[config.mk]
export PLATFORM = sky130hd
export DESIGN_NAME = hazard_ctrl
export DESIGN_NICKNAME = d
export VERILOG_FILES = /design/src/rtl/hazard_ctrl_pkg.sv /design/src/rtl/hazard_ctrl_sat_counter.sv /design/src/rtl/hazard_ctrl.sv
export SDC_FILE = /design/constraint.sdc
export NUM_CORES = 1
export LEC_CHECK = 0
export BUFFER_PORTS_ARGS = -buffer_cell sky130_fd_sc_hd__clkbuf_2
export CAP_MARGIN = 20
export CORE_ASPECT_RATIO = 0.9
export CORE_MARGIN = 2
export CORE_UTILIZATION = 49
export CTS_CLUSTER_DIAMETER = 50
export CTS_CLUSTER_SIZE = 12
export DETAILED_ROUTE_END_ITERATION = 8
export PLACE_DENSITY = 0.77
export SLEW_MARGIN = 10
export SYNTH_ARGS = -nofsm -noshare
export SYNTH_HDL_FRONTEND = slang
export SYNTH_SLANG_ARGS = --single-unit
[constraint.sdc]
create_clock -name clk -period 2.75 [get_ports clk]
set_input_delay 0.1375 -clock clk [delete_from_list [all_inputs] [get_ports clk]]
set_output_delay 0.1375 -clock clk [all_outputs]
set_load 0.01 [all_outputs]
[src/rtl/hazard_ctrl_pkg.sv]
// Shared types and widths for the pipeline hazard controller.
package hazard_ctrl_pkg;

    typedef enum logic {
        S_RUN    = 1'b0,
        S_FREEZE = 1'b1
    } state_t;

    localparam int CNT_WIDTH     = 32;
    localparam int REG_IDX_WIDTH = 5;

endpackage

[src/rtl/hazard_ctrl_sat_counter.sv]
// Saturating up-counter with synchronous clear; clear wins over increment.
module sat_counter
    import hazard_ctrl_pkg::*;
#(
    parameter int WIDTH = CNT_WIDTH
) (
    input  logic             clk,
    input  logic             rst,
    input  logic             inc,
    input  logic             clr,
    output logic [WIDTH-1:0] count
);

    always_ff @(posedge clk or posedge rst) begin
        if (rst) begin
            count <= '0;
        end else if (clr) begin
            count <= '0;
        end else if (inc && (count != {WIDTH{1'b1}})) begin
            count <= count + 1'b1;
        end
    end

endmodule

[src/rtl/hazard_ctrl.sv]
// Pipeline hazard controller: cache freeze, branch flush (deferred across
// freezes) and load-use stall, plus saturating performance counters.
//
//   state    | meaning
//   ---------+-------------------------------------------------------
//   S_RUN    | pipeline advancing; pend_flush is always clear here
//   S_FREEZE | a cache miss held the pipeline last cycle
module hazard_ctrl
    import hazard_ctrl_pkg::*;
(
    input  logic                     clk,
    input  logic                     rst,
    input  logic [REG_IDX_WIDTH-1:0] IF_ID_RegisterRs1,
    input  logic [REG_IDX_WIDTH-1:0] IF_ID_RegisterRs2,
    input  logic                     ID_EX_MemRead,
    input  logic [REG_IDX_WIDTH-1:0] ID_EX_RegisterRd,
    input  logic                     EX_branch_taken,
    input  logic                     icache_stall,
    input  logic                     dcache_stall,
    input  logic                     perf_clr,
    output logic                     PC_stall,
    output logic                     IF_ID_stall,
    output logic                     ID_EX_stall,
    output logic                     EX_MEM_stall,
    output logic                     MEM_WB_stall,
    output logic                     IF_ID_flush,
    output logic                     ID_EX_flush,
    output logic [CNT_WIDTH-1:0]     cycle_cnt,
    output logic [CNT_WIDTH-1:0]     stall_cnt,
    output logic [CNT_WIDTH-1:0]     flush_cnt
);

    state_t state_q, state_d;
    logic   pend_flush_q, pend_flush_d;
    logic   freeze, flush_now, load_use, lu_stall;

    assign freeze    = icache_stall | dcache_stall;
    assign flush_now = ~freeze & (EX_branch_taken | pend_flush_q);
    assign load_use  = ID_EX_MemRead
                     & (ID_EX_RegisterRd != '0)
                     & ((ID_EX_RegisterRd == IF_ID_RegisterRs1)
                      | (ID_EX_RegisterRd == IF_ID_RegisterRs2));
    assign lu_stall  = load_use & ~freeze & ~flush_now;

    always_ff @(posedge clk or posedge rst) begin
        if (rst) begin
            state_q      <= S_RUN;
            pend_flush_q <= 1'b0;
        end else begin
            state_q      <= state_d;
            pend_flush_q <= pend_flush_d;
        end
    end

    // A branch resolved during a freeze is remembered and replayed on the
    // first cycle the pipeline moves again.
    always_comb begin
        state_d      = state_q;
        pend_flush_d = pend_flush_q;
        case (state_q)
            S_RUN: begin
                if (freeze) begin
                    state_d      = S_FREEZE;
                    pend_flush_d = pend_flush_q | EX_branch_taken;
                end
            end
            S_FREEZE: begin
                if (freeze) begin
                    pend_flush_d = pend_flush_q | EX_branch_taken;
                end else begin
                    state_d      = S_RUN;
                    pend_flush_d = 1'b0;
                end
            end
            default: begin
                state_d      = S_RUN;
                pend_flush_d = 1'b0;
            end
        endcase
    end

    // Stalls track the live freeze input so a miss holds the pipe with no delay.
    always_comb begin
        PC_stall     = freeze | lu_stall;
        IF_ID_stall  = freeze | lu_stall;
        ID_EX_stall  = freeze;
        EX_MEM_stall = freeze;
        MEM_WB_stall = freeze;
        IF_ID_flush  = flush_now;
        ID_EX_flush  = flush_now | lu_stall;
    end

    sat_counter #(.WIDTH(CNT_WIDTH)) u_cycle_cnt (
        .clk   (clk),
        .rst   (rst),
        .inc   (1'b1),
        .clr   (perf_clr),
        .count (cycle_cnt)
    );

    sat_counter #(.WIDTH(CNT_WIDTH)) u_stall_cnt (
        .clk   (clk),
        .rst   (rst),
        .inc   (freeze | lu_stall),
        .clr   (perf_clr),
        .count (stall_cnt)
    );

    sat_counter #(.WIDTH(CNT_WIDTH)) u_flush_cnt (
        .clk   (clk),
        .rst   (rst),
        .inc   (flush_now),
        .clr   (perf_clr),
        .count (flush_cnt)
    );

endmodule

==> key figures, run 1 <==
Pwr
  • Worst IR Drop VDD: 0.378 mV
  • PwrDens: 441 mW/mm2
  • Leakage power: 2.77 nW
  • Tot Pwr: 2.81 mW

Synth
  • Cell variety after synth: 42
  • Largest family of logic cells by synthesized area: simple AND/OR/NAND/NOR gates
  • Post-Syn Instances: 584
  • FFs w/ async S/R, synth: 100%
  • Post-Synth Adder-Cell Area: 0.708%
  • Syn_nets: 609
  • Seq/Total Area, Yosys: 46.3%
  • Synth Area in Simple Gates: 29.5%
  • Synthesized area: 0.00530 mm2
  • Post-synth EDFFs: 0
  • Mux contribution to synthesized area: 1.23%
  • Synth Warn #: 0
  • XOR/XNOR share of the synthesized area: 10.9%
  • Syn_area_per_cell: 9.08 um2
  • Dominant synthesized flop cell: dfrtp_1
  • Flops & latches, synth: 98
  • Synth Area in Compound Gates: 8.38%

Die
  • Chip height: 103 um
  • Ports: 125
  • Full die area: 0.0117 mm2
  • Initial core utilization: 49.7%
  • Die Wd: 114 um
  • FP Rows: 36
  • Core Footprint: 0.0107 mm2

Clock network
  • # H-tree levels: 3
  • CTS tree: yes
  • Clk pin slew, worst setup/hold paths: 60 ps
  • Maximum root-to-sink buffer count: 2
  • Sink Count: 98
  • Clk root buf: clkbuf_16
  • Post-CTS setup buffer count: 0
  • CTS Buf Count: 9
  • Skew-Pair Late Insertion Delay: 340 ps

Placed design
  • Post-DP HPWL: 9280 um
  • RePlAce Congestion: 0.830
  • Placed instance count: 827
  • PortBufs: 124

Global routing
  • Pin count of the biggest net entering global routing: 54
  • Gr ovfl total: 0
  • Vias in the first global route: 4507
  • Antenna violations before repair: 0
  • All-Layer GR Usage: 22.8%
  • Global-route wire length before repair: 21300 um

Routing
  • Antenna Violating Nets Remaining: 0
  • 1st-pass router iterations: 5
  • Vias per cell: 5.76
  • Routed vias: 4864
  • Drc violations: 0
  • WL/cell: 15.4 um
  • WL final: 13000 um
  • Starting DRT DRC Count: 274

Timing
  • Final setup fails: 0
  • Tmin final: 2340 ps
  • Final TNS setup: 0 ps
  • Achievable frequency: 428 MHz
  • Slew Limit Fails: 0
  • Layout Skew: 6.04 ps
  • Slew margin rel.: 58.7%
  • Post-route clock period utilization: 84.9%
  • RSZ-0062 raised after global routing: no
  • Final Hold Fails: 0
  • Least-Margin Pin Slew: 620 ps

Worst hold path
  • Worst hold endpoint: pend_flush_q
  • Worst Hold Launch: EX_branch_taken
  • Hold Crit Depth: 3
  • Worst hold path type: in2reg

Worst setup path
  • Startpoint types: flip-flop
  • Worst r2r src: u_cycle_cnt.count[0]
  • R2R Setup Slk: 410 ps
  • Reg2reg path depth: 7
  • CP max FO: 13
  • Crit Path Class: reg2reg
  • Worst R2R End: u_cycle_cnt.count[19]
  • CP Capture Type: flip-flop
  • Worst EP arrival: 2600 ps
  • Worst Path Required: 3020 ps

Cells and area
  • Most frequent cells in the layout: clkbuf_2, dfrtp_1, nor2_1, nand3_1
  • Final Net Count: 731
  • # diodes: 0
  • Post-Layout Cell Count: 844
  • Area grow syn2layout: 20.1%
  • Ratio of cells with drive above 1 in the final layout: 22.8%
  • Most common cell after layout, fill and taps aside: clkbuf_2
  • Fin util: 59.7%

Run
  • Max-Cap Viols: 0

Outcome
  • Status: complete, no violations
==> sequential cells by signal, indices dropped and copies added, names as in the netlist <==
name               flops
u_cycle_cnt.count     32
state_q                1
pend_flush_q           1
u_stall_cnt.count     32
u_flush_cnt.count     32
==> worst max-delay path, stage by stage, from the launching register on <==
cell and delay (ps):
dfrtp_1 450, ha_1 270, and4_1 230, nand3_1 170, or4_1 430, nand3_1 220
or3_1 350, a21oi_1 150
==> worst max path at each step <==
stage	start	depth (start not counted)	to	slack (ps)
after floorplan	rst	1	pend_flush_q	50
after global placement	u_cycle_cnt.count[0]	7	u_cycle_cnt.count[7]	540
after detailed placement	u_cycle_cnt.count[0]	7	u_cycle_cnt.count[10]	440
after CTS	u_cycle_cnt.count[0]	7	u_cycle_cnt.count[19]	420
after global routing	u_cycle_cnt.count[0]	7	u_cycle_cnt.count[13]	220
final	u_cycle_cnt.count[0]	7	u_cycle_cnt.count[19]	410
==> metrics by stage <==
stage | setup WS [ps] | hold slack, ps | cell area, um2
2_1_floorplan | 50.4 | 304 | 5300
3_3_place_gp | 536 | 255 | 6090
3_5_place_dp | 440 | 266 | 6090
4_1_cts | 418 | 85.1 | 6370
5_1_grt | 219 | 118 | 6370
6_report | 414 | 106 | 6370
==> power breakdown <==
part,switching [mW],internal [mW]
combinational,0.123,0.0638
clock,0.518,0.635
sequential,0.0162,1.45
==> metal layers <==
| metal | vias to the layer above | track usage (%) | routed length [um] |
|---|---|---|---|
| met5 | - | 0 | 0 |
| met4 | 0 | 7.13 | 201 |
| met3 | 18 | 5.94 | 718 |
| met2 | 139 | 37.2 | 6180 |
| met1 | 2366 | 30.3 | 5910 |
| li1 | 2341 | - | - |
==> synth_stat cells (all sizes together), types with 4 or more instances <==
cell	n	area share, %
dfrtp	98	46
nor2	77	5.6
nand3	51	4.8
nand2	36	2.5
xnor2	36	5.9
a21oi	35	3.3
xor2	30	5.0
nand4	29	3.4
nor3	20	1.9
o21ai	19	1.8
or3	19	2.2
clkbuf	18	1.3
or4	18	2.6
o31ai	13	1.8
and3	12	1.4
and4	12	2.0
buf	9	0.99
inv	9	0.64
nor4	9	1.1
nor2b	5	0.59
and2	4	0.47
mux2	4	0.85
==> cells by family after synthesis <==
logic type	after synthesis
compound gates	76
fa+ha+maj	3
buf+inv	37
xor+xnor	66
simple gates	298
flops	98
mux	6
==> area by class of cell <==
class | instances | area (um2)
Inverter | 10 | 40.0
Timing Repair Buffer | 138 | 753
Clock buffer | 13 | 250
Multi-Input combinational cell | 449 | 2690
Tap cell | 133 | 166
Clock inverter | 3 | 15.0
Sequential cell | 98 | 2450
Fill cell | 947 | 4310
==> what timing repair did <==
item                                   in CTS  in global routing
setup endpoints to repair                   0                  0
resized for setup                           0                  0
endpoints found under the hold margin      49                  0
hold buffers                                1                  0
(Power assumes the default switching activity.)
==> run 2: changes to the inputs <==
--- a/config.mk
+++ b/config.mk
@@ -9,11 +9,11 @@
 export CAP_MARGIN = 20
 export CORE_ASPECT_RATIO = 0.9
 export CORE_MARGIN = 2
-export CORE_UTILIZATION = 49
+export CORE_UTILIZATION = 50
 export CTS_CLUSTER_DIAMETER = 50
 export CTS_CLUSTER_SIZE = 12
 export DETAILED_ROUTE_END_ITERATION = 8
-export PLACE_DENSITY = 0.77
+export PLACE_DENSITY = 0.75
 export SLEW_MARGIN = 10
 export SYNTH_ARGS = -nofsm -noshare
 export SYNTH_HDL_FRONTEND = slang
==> constraint.sdc (replaced) <==
create_clock -name clk -period 2.27 [get_ports clk]
set_input_delay 0.1135 -clock clk [delete_from_list [all_inputs] [get_ports clk]]
set_output_delay 0.1135 -clock clk [all_outputs]
set_load 0.01 [all_outputs]
==> run 2 against run 1 <==
Net effect: count of clock-buffer cells in the layout fell by 3; flip-flop and latch count did not move; clock skew fell by 0.79 ps; setup slack got worse by 330 ps; final cell count rose by 3.0%; non-clock buffer count rose by 29; via count rose by 4.2%; sequential power rose by 20%; register-to-register slack got worse by 330 ps; design area rose by 4.4%; critical path type unchanged.
==> key figures, run 2 (synthesis gave the netlist of run 1 again) <==
Worst setup path
  • CP most frequent cell: buf_4
  • Worst EP arrival: 2450 ps
  • CP peak stage delay: 480 ps
  • Crit-path slowest cell: or4_1
  • Startpoint types: flip-flop
  • Crit Path Class: reg2reg
  • Worst Path Required: 2530 ps
  • Critical path cell sequence: and4_1, and2_1, buf_4, nand3_1, nand2_1, buf_4, or4_1, a21oi_1
  • CP Capture Type: flip-flop
  • CP max FO: 8

Routing
  • 1st-pass router iterations: 5
  • WL final: 13600 um
  • WL/cell: 15.6 um
  • Starting DRT DRC Count: 416
  • Drc violations: 0
  • Vias per cell: 5.83
  • Antenna Violating Nets Remaining: 0
  • Routed vias: 5070

Die
  • Chip height: 102 um
  • FP Rows: 35
  • Full die area: 0.0114 mm2
  • Ports: 125
  • Core Footprint: 0.0103 mm2
  • Initial core utilization: 51.5%
  • Die Wd: 113 um

Timing
  • Least-Margin Pin Slew: 687 ps
  • Hold slack: 91.9 ps
  • Slew Limit Fails: 0
  • Slew margin rel.: 54.1%
  • RSZ-0062 raised after global routing: yes
  • Fin worst setup slack: 86.2 ps
  • Layout Skew: 5.25 ps
  • Final Hold Fails: 0
  • Tmin final: 2180 ps
  • Post-route clock period utilization: 96.2%
  • Achievable frequency: 458 MHz
  • Final setup fails: 0

Cells and area
  • Biggest regs: u_cycle_cnt.count (32), u_flush_cnt.count (32), u_stall_cnt.count (32)
  • Ratio of cells with drive above 1 in the final layout: 26.9%
  • Storage cell area: 0.00245 mm2
  • Design area: 0.00665 mm2
  • Area grow syn2layout: 25.4%
  • Most frequent cells in the layout: clkbuf_2, dfrtp_1, nor2_1, nand3_1, buf_4
  • Most common cell after layout, fill and taps aside: clkbuf_2
  • Final Net Count: 760
  • Post-Layout Cell Count: 869
  • FILL cells: 859
  • Area of the multi-input gates: 0.00272 mm2
  • # diodes: 0

Pwr
  • PwrDens: 531 mW/mm2
  • Leakage power: 2.93 nW
  • Clock share of power: 42.5%
  • Tot Pwr: 3.53 mW
  • Switching Fraction: 23.5%
  • Int Power: 2.70 mW
  • Comb power frac: 7.3%
  • Sequential Power Share: 50.2%
  • Worst IR Drop VDD: 0.414 mV
  • Switch Pwr: 0.829 mW

Clock network
  • # H-tree levels: 3
  • Skew-Pair Late Insertion Delay: 340 ps
  • CTS tree: yes
  • Clk pin slew, worst setup/hold paths: 70 ps
  • CTS Buf Count: 9
  • Maximum root-to-sink buffer count: 2
  • Sink Count: 98
  • Clk root buf: clkbuf_16

Placed design
  • Pre-CTS setup slack: 80.4 ps
  • RePlAce Congestion: 0.872
  • PortBufs: 124
  • Placed instance count: 851
  • DP Area: 0.00631 mm2
  • Post-DP HPWL: 9730 um

Global routing
  • Pin count of the biggest net entering global routing: 59
  • Gr ovfl total: 0
  • Antenna violations before repair: 0
  • All-Layer GR Usage: 24.2%
  • Vias in the first global route: 4869
  • Global-route wire length before repair: 22800 um

Worst hold path
  • Worst hold path type: in2reg

Run
  • Max-Cap Viols: 0

Outcome
  • Status: complete, no violations
run 2: final timing paths:
kind | startpoint | endpoint | slack [ps] | cells past startpoint
min | EX_branch_taken | pend_flush_q | 90 | 3
max in group asynchronous | rst | u_cycle_cnt.count[30] | 1250 | 4
min in group asynchronous | rst | u_cycle_cnt.count[3] | 350 | 3
max reg2reg | u_stall_cnt.count[19] | u_stall_cnt.count[30] | 90 | 8
min reg2reg | state_q | pend_flush_q | 420 | 1
max | u_stall_cnt.count[19] | u_stall_cnt.count[30] | 90 | 8
run 2: what timing repair did:
| action | CTS | global route |
|---|---|---|
| setup endpoints to repair | 0 | 8 |
| resized for setup | 0 | 6 |
| endpoints found under the hold margin | 20 | 0 |
| buffers inserted | 0 | 1 |
| hold buffers | 1 | 0 |
run 2: power groups by stage:
stage	Combinational [mW]	Sequential [mW]	Clock, mW
after CTS	0.262	1.77	1.53
final	0.257	1.77	1.50
after global placement	0.250	1.80	0
after global routing	0.289	1.77	1.60
after detailed placement	0.259	1.81	0
after floorplan	0.134	1.82	0
run 2: layer usage:
metal / share of wire, % / wire (um) / global-route usage (%)
met5: 0 / 0 / 0
met3: 6.0 / 815 / 5.09
met1: 44 / 5990 / 33.0
met4: 1.3 / 176 / 7.22
met2: 48 / 6570 / 39.3
run 2: final cells by class:
| cell class | count | share of cell area (%) |
|---|---|---|
| clock buffers | 10 | 3.45 |
| flip-flops and latches | 98 | 36.9 |
| clock inverters | 6 | 0.866 |
| multi-input cells | 449 | 40.9 |
| repair buffers | 167 | 14.9 |
| well taps | 129 | 2.43 |
| inverters | 10 | 0.621 |
run 2: through the flow:
step	utilization, %	setup TNS, ps
2_1_floorplan	-	0
6_report	64.6	0
4_1_cts	64.2	0
3_3_place_gp	61.3	0
3_5_place_dp	61.3	0
5_1_grt	64.6	-62.9
run 2: worst max-delay path: cells and delay by family, from the launching register on:
family | cells | cell delay, ps
buffers and inverters | 2 | 380
AND/OR/NAND/NOR | 5 | 1160
flip-flops | 1 | 410
AO/OA/AOI/OAI | 1 | 180
